--- src/rtl/fetch_stage_pkg.sv ---
`default_nettype none
// +--------------------------------------------------------------------+
// | fetch_stage_pkg : shared constants and FSM encoding for fetch      |
// | Revision 1.0                                                       |
// +--------------------------------------------------------------------+
package fetch_stage_pkg;

  localparam logic [31:0] RESET_PC_DEFAULT  = 32'h0000_0000;
  localparam logic [31:0] NOP_INSTR_DEFAULT = 32'h0000_0013;

  typedef enum logic [0:0] {
    FETCH = 1'b0,
    DROP  = 1'b1
  } fetch_state_e;

endpackage
`default_nettype wire

--- src/rtl/fetch_stage.sv ---
`default_nettype none
// +--------------------------------------------------------------------+
// | fetch_stage : PC, imem req/ack port, skid buffer and F/D register  |
// | Revision 1.0                                                       |
// +--------------------------------------------------------------------+
module fetch_stage
  import fetch_stage_pkg::*;
#(
  parameter logic [31:0] RESET_PC  = RESET_PC_DEFAULT,
  parameter logic [31:0] NOP_INSTR = NOP_INSTR_DEFAULT
) (
  input  logic        clock,
  input  logic        reset,
  input  logic        stall,
  input  logic        branch_en,
  input  logic [31:0] branch_PC,
  output logic        imem_req,
  output logic [31:0] imem_addr,
  input  logic        imem_ack,
  input  logic [31:0] imem_rdata,
  output logic [31:0] fd_pc,
  output logic [31:0] fd_instr,
  output logic        fd_valid
);

  fetch_state_e state_q, state_d;
  logic [31:0]  pc_q, pc_d;
  logic [31:0]  stale_q, stale_d;
  logic         buf_valid_q, buf_valid_d;
  logic [31:0]  buf_pc_q, buf_pc_d;
  logic [31:0]  buf_instr_q, buf_instr_d;
  logic [31:0]  fd_pc_q, fd_pc_d;
  logic [31:0]  fd_instr_q, fd_instr_d;
  logic         fd_valid_q, fd_valid_d;

  logic w_redirect;
  logic w_req_raw;
  logic w_accept;
  logic w_unused_bpc;

  assign w_unused_bpc = ^branch_PC[1:0];
  assign w_redirect   = branch_en && !stall;

  always_comb begin
    w_req_raw = 1'b0;
    imem_addr = pc_q;
    if (state_q == DROP) begin
      w_req_raw = 1'b1;
      imem_addr = stale_q;
    end else begin
      w_req_raw = !buf_valid_q;
      imem_addr = pc_q;
    end
  end

  assign imem_req = w_req_raw && !reset;
  assign w_accept = imem_ack && w_req_raw && (state_q == FETCH) && !w_redirect;

  always_comb begin
    state_d     = state_q;
    pc_d        = pc_q;
    stale_d     = stale_q;
    buf_valid_d = buf_valid_q;
    buf_pc_d    = buf_pc_q;
    buf_instr_d = buf_instr_q;
    fd_pc_d     = fd_pc_q;
    fd_instr_d  = fd_instr_q;
    fd_valid_d  = fd_valid_q;

    if (w_redirect) begin
      pc_d        = {branch_PC[31:2], 2'b00};
      buf_valid_d = 1'b0;
      fd_pc_d     = 32'h0;
      fd_instr_d  = NOP_INSTR;
      fd_valid_d  = 1'b0;
      // An unacknowledged request must still complete; park its address.
      if (state_q == FETCH) begin
        if (w_req_raw && !imem_ack) begin
          state_d = DROP;
          stale_d = pc_q;
        end
      end else if (imem_ack) begin
        state_d = FETCH;
      end
    end else begin
      if (state_q == DROP && imem_ack) begin
        state_d = FETCH;
      end
      if (w_accept) begin
        pc_d = pc_q + 32'd4;
      end
      if (!stall) begin
        if (buf_valid_q) begin
          fd_pc_d     = buf_pc_q;
          fd_instr_d  = buf_instr_q;
          fd_valid_d  = 1'b1;
          buf_valid_d = 1'b0;
        end else if (w_accept) begin
          fd_pc_d    = pc_q;
          fd_instr_d = imem_rdata;
          fd_valid_d = 1'b1;
        end else begin
          fd_pc_d    = 32'h0;
          fd_instr_d = NOP_INSTR;
          fd_valid_d = 1'b0;
        end
      end else if (w_accept) begin
        buf_pc_d    = pc_q;
        buf_instr_d = imem_rdata;
        buf_valid_d = 1'b1;
      end
    end
  end

  always_ff @(posedge clock) begin
    if (reset) begin
      state_q     <= FETCH;
      pc_q        <= RESET_PC;
      stale_q     <= 32'h0;
      buf_valid_q <= 1'b0;
      buf_pc_q    <= 32'h0;
      buf_instr_q <= NOP_INSTR;
      fd_pc_q     <= 32'h0;
      fd_instr_q  <= NOP_INSTR;
      fd_valid_q  <= 1'b0;
    end else begin
      state_q     <= state_d;
      pc_q        <= pc_d;
      stale_q     <= stale_d;
      buf_valid_q <= buf_valid_d;
      buf_pc_q    <= buf_pc_d;
      buf_instr_q <= buf_instr_d;
      fd_pc_q     <= fd_pc_d;
      fd_instr_q  <= fd_instr_d;
      fd_valid_q  <= fd_valid_d;
    end
  end

  assign fd_pc    = fd_pc_q;
  assign fd_instr = fd_instr_q;
  assign fd_valid = fd_valid_q;

endmodule
`default_nettype wire
--- config.mk ---
export PLATFORM = sky130hd
export DESIGN_NAME = fetch_stage
export DESIGN_NICKNAME = d
export VERILOG_FILES = /design/src/rtl/fetch_stage_pkg.sv /design/src/rtl/fetch_stage.sv
export SDC_FILE = /design/constraint.sdc
export NUM_CORES = 1
export LEC_CHECK = 0
export CORE_ASPECT_RATIO = 0.75
export CORE_MARGIN = 3
export CORE_UTILIZATION = 27
export DETAILED_ROUTE_END_ITERATION = 12
export SLEW_MARGIN = 0
export SYNTH_ARGS = -nofsm -noshare
export SYNTH_HDL_FRONTEND = slang
export SYNTH_SLANG_ARGS = --single-unit
--- constraint.sdc ---
create_clock -name clock -period 2.6 [get_ports clock]
set_clock_uncertainty 0.1 [all_clocks]
set_input_delay 0.78 -clock clock [delete_from_list [all_inputs] [get_ports clock]]
set_output_delay 0.78 -clock clock [all_outputs]
set_load 0.01 [all_outputs]
==> results_dict.tcl <==
set metrics [dict create \
    hold_viol_final 0 \
    core_area_sq_um 28510 \
    synth_fa_ha_area_share_pct 0.1575 \
    n_fill_cell 2952 \
    antennaDiodeCount 0 \
    synth_flop_cell "dfxtp_1" \
    regArea_sq_um 3750 \
    ys_ff_latch 187 \
    violations "setup timing" \
    layoutNonFillerInstCount 1492 \
    ir_drop_mv 0.4360 \
    drc 0 \
    critPathArrivalTime_ps 1760 \
    vias 7409 \
    fmax_ghz 0.3793 \
    crit_path_start_kind "register" \
    timing.rr.start "pc_q[2]$_SDFFE_PP0P_" \
    hold_depth 2 \
    cts_tree "done" \
    use_met1_pct 23.80 \
    drt_iter0_drc 401 \
    dpl_cell_area_sq_um 10010 \
    drv_cap 0 \
    grt.overflow.total 0 \
    synthCells 958 \
    worst_slack_ps -36.37 \
    yosysSeqAreaShare_pct 47.13 \
    rsz0062_at_grt "yes" \
    post-route-period-util_pct 101.4 \
    synthArstFlopShare_pct 0 \
    worstSkewPairLatency_ps 450 \
    synth_top_family_by_area "simple AND/OR/NAND/NOR gates" \
    dp.final_hpwl_um 17170 \
    worstHoldStart "stale_q[6]$_SDFFE_PP0P_" \
    dieArea_sq_um 31540 \
    startpoint "state_q$_SDFFE_PP0P_" \
    setup_viol 10 \
    power.leakage_nw 3.765 \
    drv_slew 0 \
    grtUsageMet3_pct 4.334 \
    syn_area_sq_um 7944 \
    grt_pass1_wl_um 40450 \
    io_buffers 160 \
    critPathRequiredTime_ps 1720 \
    gp_congestion 0.7670 \
    die_width_um 204.1 \
    dp_cells 1455 \
    grtUsageMet2_pct 24.09 \
    ctsHtreeMaxLevel 4 \
    end_kind "output pin" \
    yosys.area_share.simple_pct 23.25 \
    cts_hold_buf 0 \
    synth_xor_area_share_pct 2.756 \
    synth_edf_count 0 \
    maxSlewHeadroom_pct 44.01 \
    fin_area_sq_um 10670 \
    yosys.cell_types.count 50 \
    status "finished with violations" \
    antenna_found_initial 0 \
    hp-class "reg -> reg" \
    synth.yosys.warnings 0 \
    via_per_inst 4.966 \
    rows 53 \
    wire_per_inst_um 17.45 \
    start_util_pct 27.86 \
    ff2ff_path_depth 7 \
    layout.nets 1164 \
    clkSlewWorstSetupHoldPaths_ps 80 \
    io_pins 167 \
    first_global_vias 6943 \
    grt_max_degree 74 \
    synth_compound_area_share_pct 16.48 \
    totalWireLength_um 26030 \
    critical_path_class "reg -> out" \
    regToRegSetupSlack_ps 240 \
    first_pass_iters 4 \
    cts_buffers 17 \
    worstMarginPinSlew_ps 839.8 \
    die_y_um 154.5 \
    grt.busiest_layer "met2" \
    p_per_area_nw_per_um2 626.1 \
    postRouteAntennaNets 0 \
    postSynthAreaPerCell_sq_um 8.292 \
    cts_root_buffer "clkbuf_16" \
    layout_min_cycle_time_ps 2636 \
    multiInputGateArea_sq_um 3747 \
    track_usage_pct 16.28 \
    clock_path_buffers 2 \
    critPathMaxFanout 10 \
    synthToLayoutAreaGrowth_pct 34.27 \
    drive_above_1_share_pct 13.19 \
    cts.sinks 187 \
    synthMuxAreaShare_pct 3.544 \
]
## kinds of logic (layout without fill, tap and decap cells)
kind of cell	Yosys count	after routing
other	1	4
xor gates and xnor gates	25	25
adders and majority gates	1	1
DFF	187	187
and+or+nand+nor	414	414
AOI/OAI and AO/OA	197	197
muxes	25	25
buffers and inverters	108	254
## metrics by stage
| stage | setup WS (ps) | hold slack, ps | TNS, ps | util (%) | total power, mW |
|---|---|---|---|---|---|
| floorplan | 183.4 | 332.9 | 0 | - | 3.623 |
| global placement | -371.7 | 337.9 | -18080 | 35.09 | 4.094 |
| detailed placement | -373.7 | 343.3 | -22620 | 35.09 | 4.106 |
| CTS | -93.13 | 354.7 | -1090 | 37.28 | 6.741 |
| global route | -84.93 | 373.2 | -802.7 | 37.41 | 6.963 |
| finish | -36.37 | 355.2 | -282.8 | 37.41 | 6.678 |
## metal layers
layer  up-vias  part of all wire (%)
li1       3593                     -
met1      3550                    48
met2       249                    44
met3        17                   7.6
met4         0                  0.83
met5         -                     0
## path summary, 6_finish.rpt
kind / to
max: imem_addr[23]
max reg2reg: pc_q[30]$_SDFFE_PP0P_
min: stale_q[6]$_SDFFE_PP0P_
min reg2reg: stale_q[6]$_SDFFE_PP0P_
## repair_timing
action	4_1_cts	5_1_grt
resized for setup	52	25
setup buffers	1	2
setup endpoints to repair	31	23
gates cloned	2	0
## area by class of cell
cell class	count	area share [%]
sequential	187	35.16
multi-input combinational	666	35.13
clock inverter	14	1.396
inverter	8	0.2815
clock buffer	18	4.023
timing repair buffer	214	19.50
tap	385	4.516
## cell usage after synthesis (all sizes together), types with 2 or more instances
master | count | share of area [%]
inv | 8 | 0.38
nor2 | 96 | 4.5
nor4 | 10 | 1.3
a21oi | 92 | 5.8
nand2 | 204 | 9.6
o22ai | 4 | 0.31
nand4 | 5 | 0.58
nor4b | 2 | 0.41
o21ai | 7 | 0.44
xor2 | 5 | 0.55
or4 | 3 | 0.33
nor3 | 68 | 4.3
a221oi | 59 | 6.5
o211ai | 3 | 0.28
xnor2 | 20 | 2.2
dfxtp | 187 | 47
and4 | 2 | 0.22
buf | 19 | 1.9
mux2 | 25 | 3.5
nand3b | 3 | 0.28
and3 | 3 | 0.24
a311oi | 3 | 0.33
a211oi | 27 | 2.6
clkbuf | 81 | 4.4
nand3 | 11 | 0.69
## placed cells by master (no fill, tap or decap), types with 3 or more instances in the layout
cell type,count
nor4_2,5
o22ai_1,4
conb_1,4
o21ai_1,3
inv_1,7
clkdlybuf4s15_1,3
o21ai_0,4
a211oi_1,26
dfxtp_1,184
dlygate4sd2_1,16
nor2_1,94
inv_6,6
clkbuf_16,17
clkdlybuf4s15_2,4
and3_1,3
nor3_1,67
nand3_1,11
mux2_2,17
nand3b_1,3
buf_12,7
a221oi_1,59
xor2_1,5
clkbuf_2,5
nand2_1,202
mux2_4,8
buf_2,4
buf_4,46
a311oi_1,3
xnor2_1,20
clkdlybuf4s50_1,126
nor4_1,4
nand4_1,4
inv_8,3
o211ai_1,3
a21oi_1,92
## state kept, by name, indices dropped and copies added, names as in the netlist, 30 cells and up
name	cells
buf_instr_q	32
fd_instr	32
pc_q	30
fd_pc	30
stale_q	30
buf_pc_q	30
## worst max-delay path, cell delays in order (launching register included)
cell and delay (ps):
dfxtp_4 380, bufbuf_16 300, mux2_2 350, dlygate4sd2_1 280
## where the power goes
| part | switching, mW | internal, mW |
|---|---|---|
| combinational | 0.496 | 0.439 |
| sequential | 0.109 | 2.99 |
| clock | 1.28 | 1.36 |
| total | 1.89 | 4.79 |
Note: power is estimated with default switching activity, not from simulation.
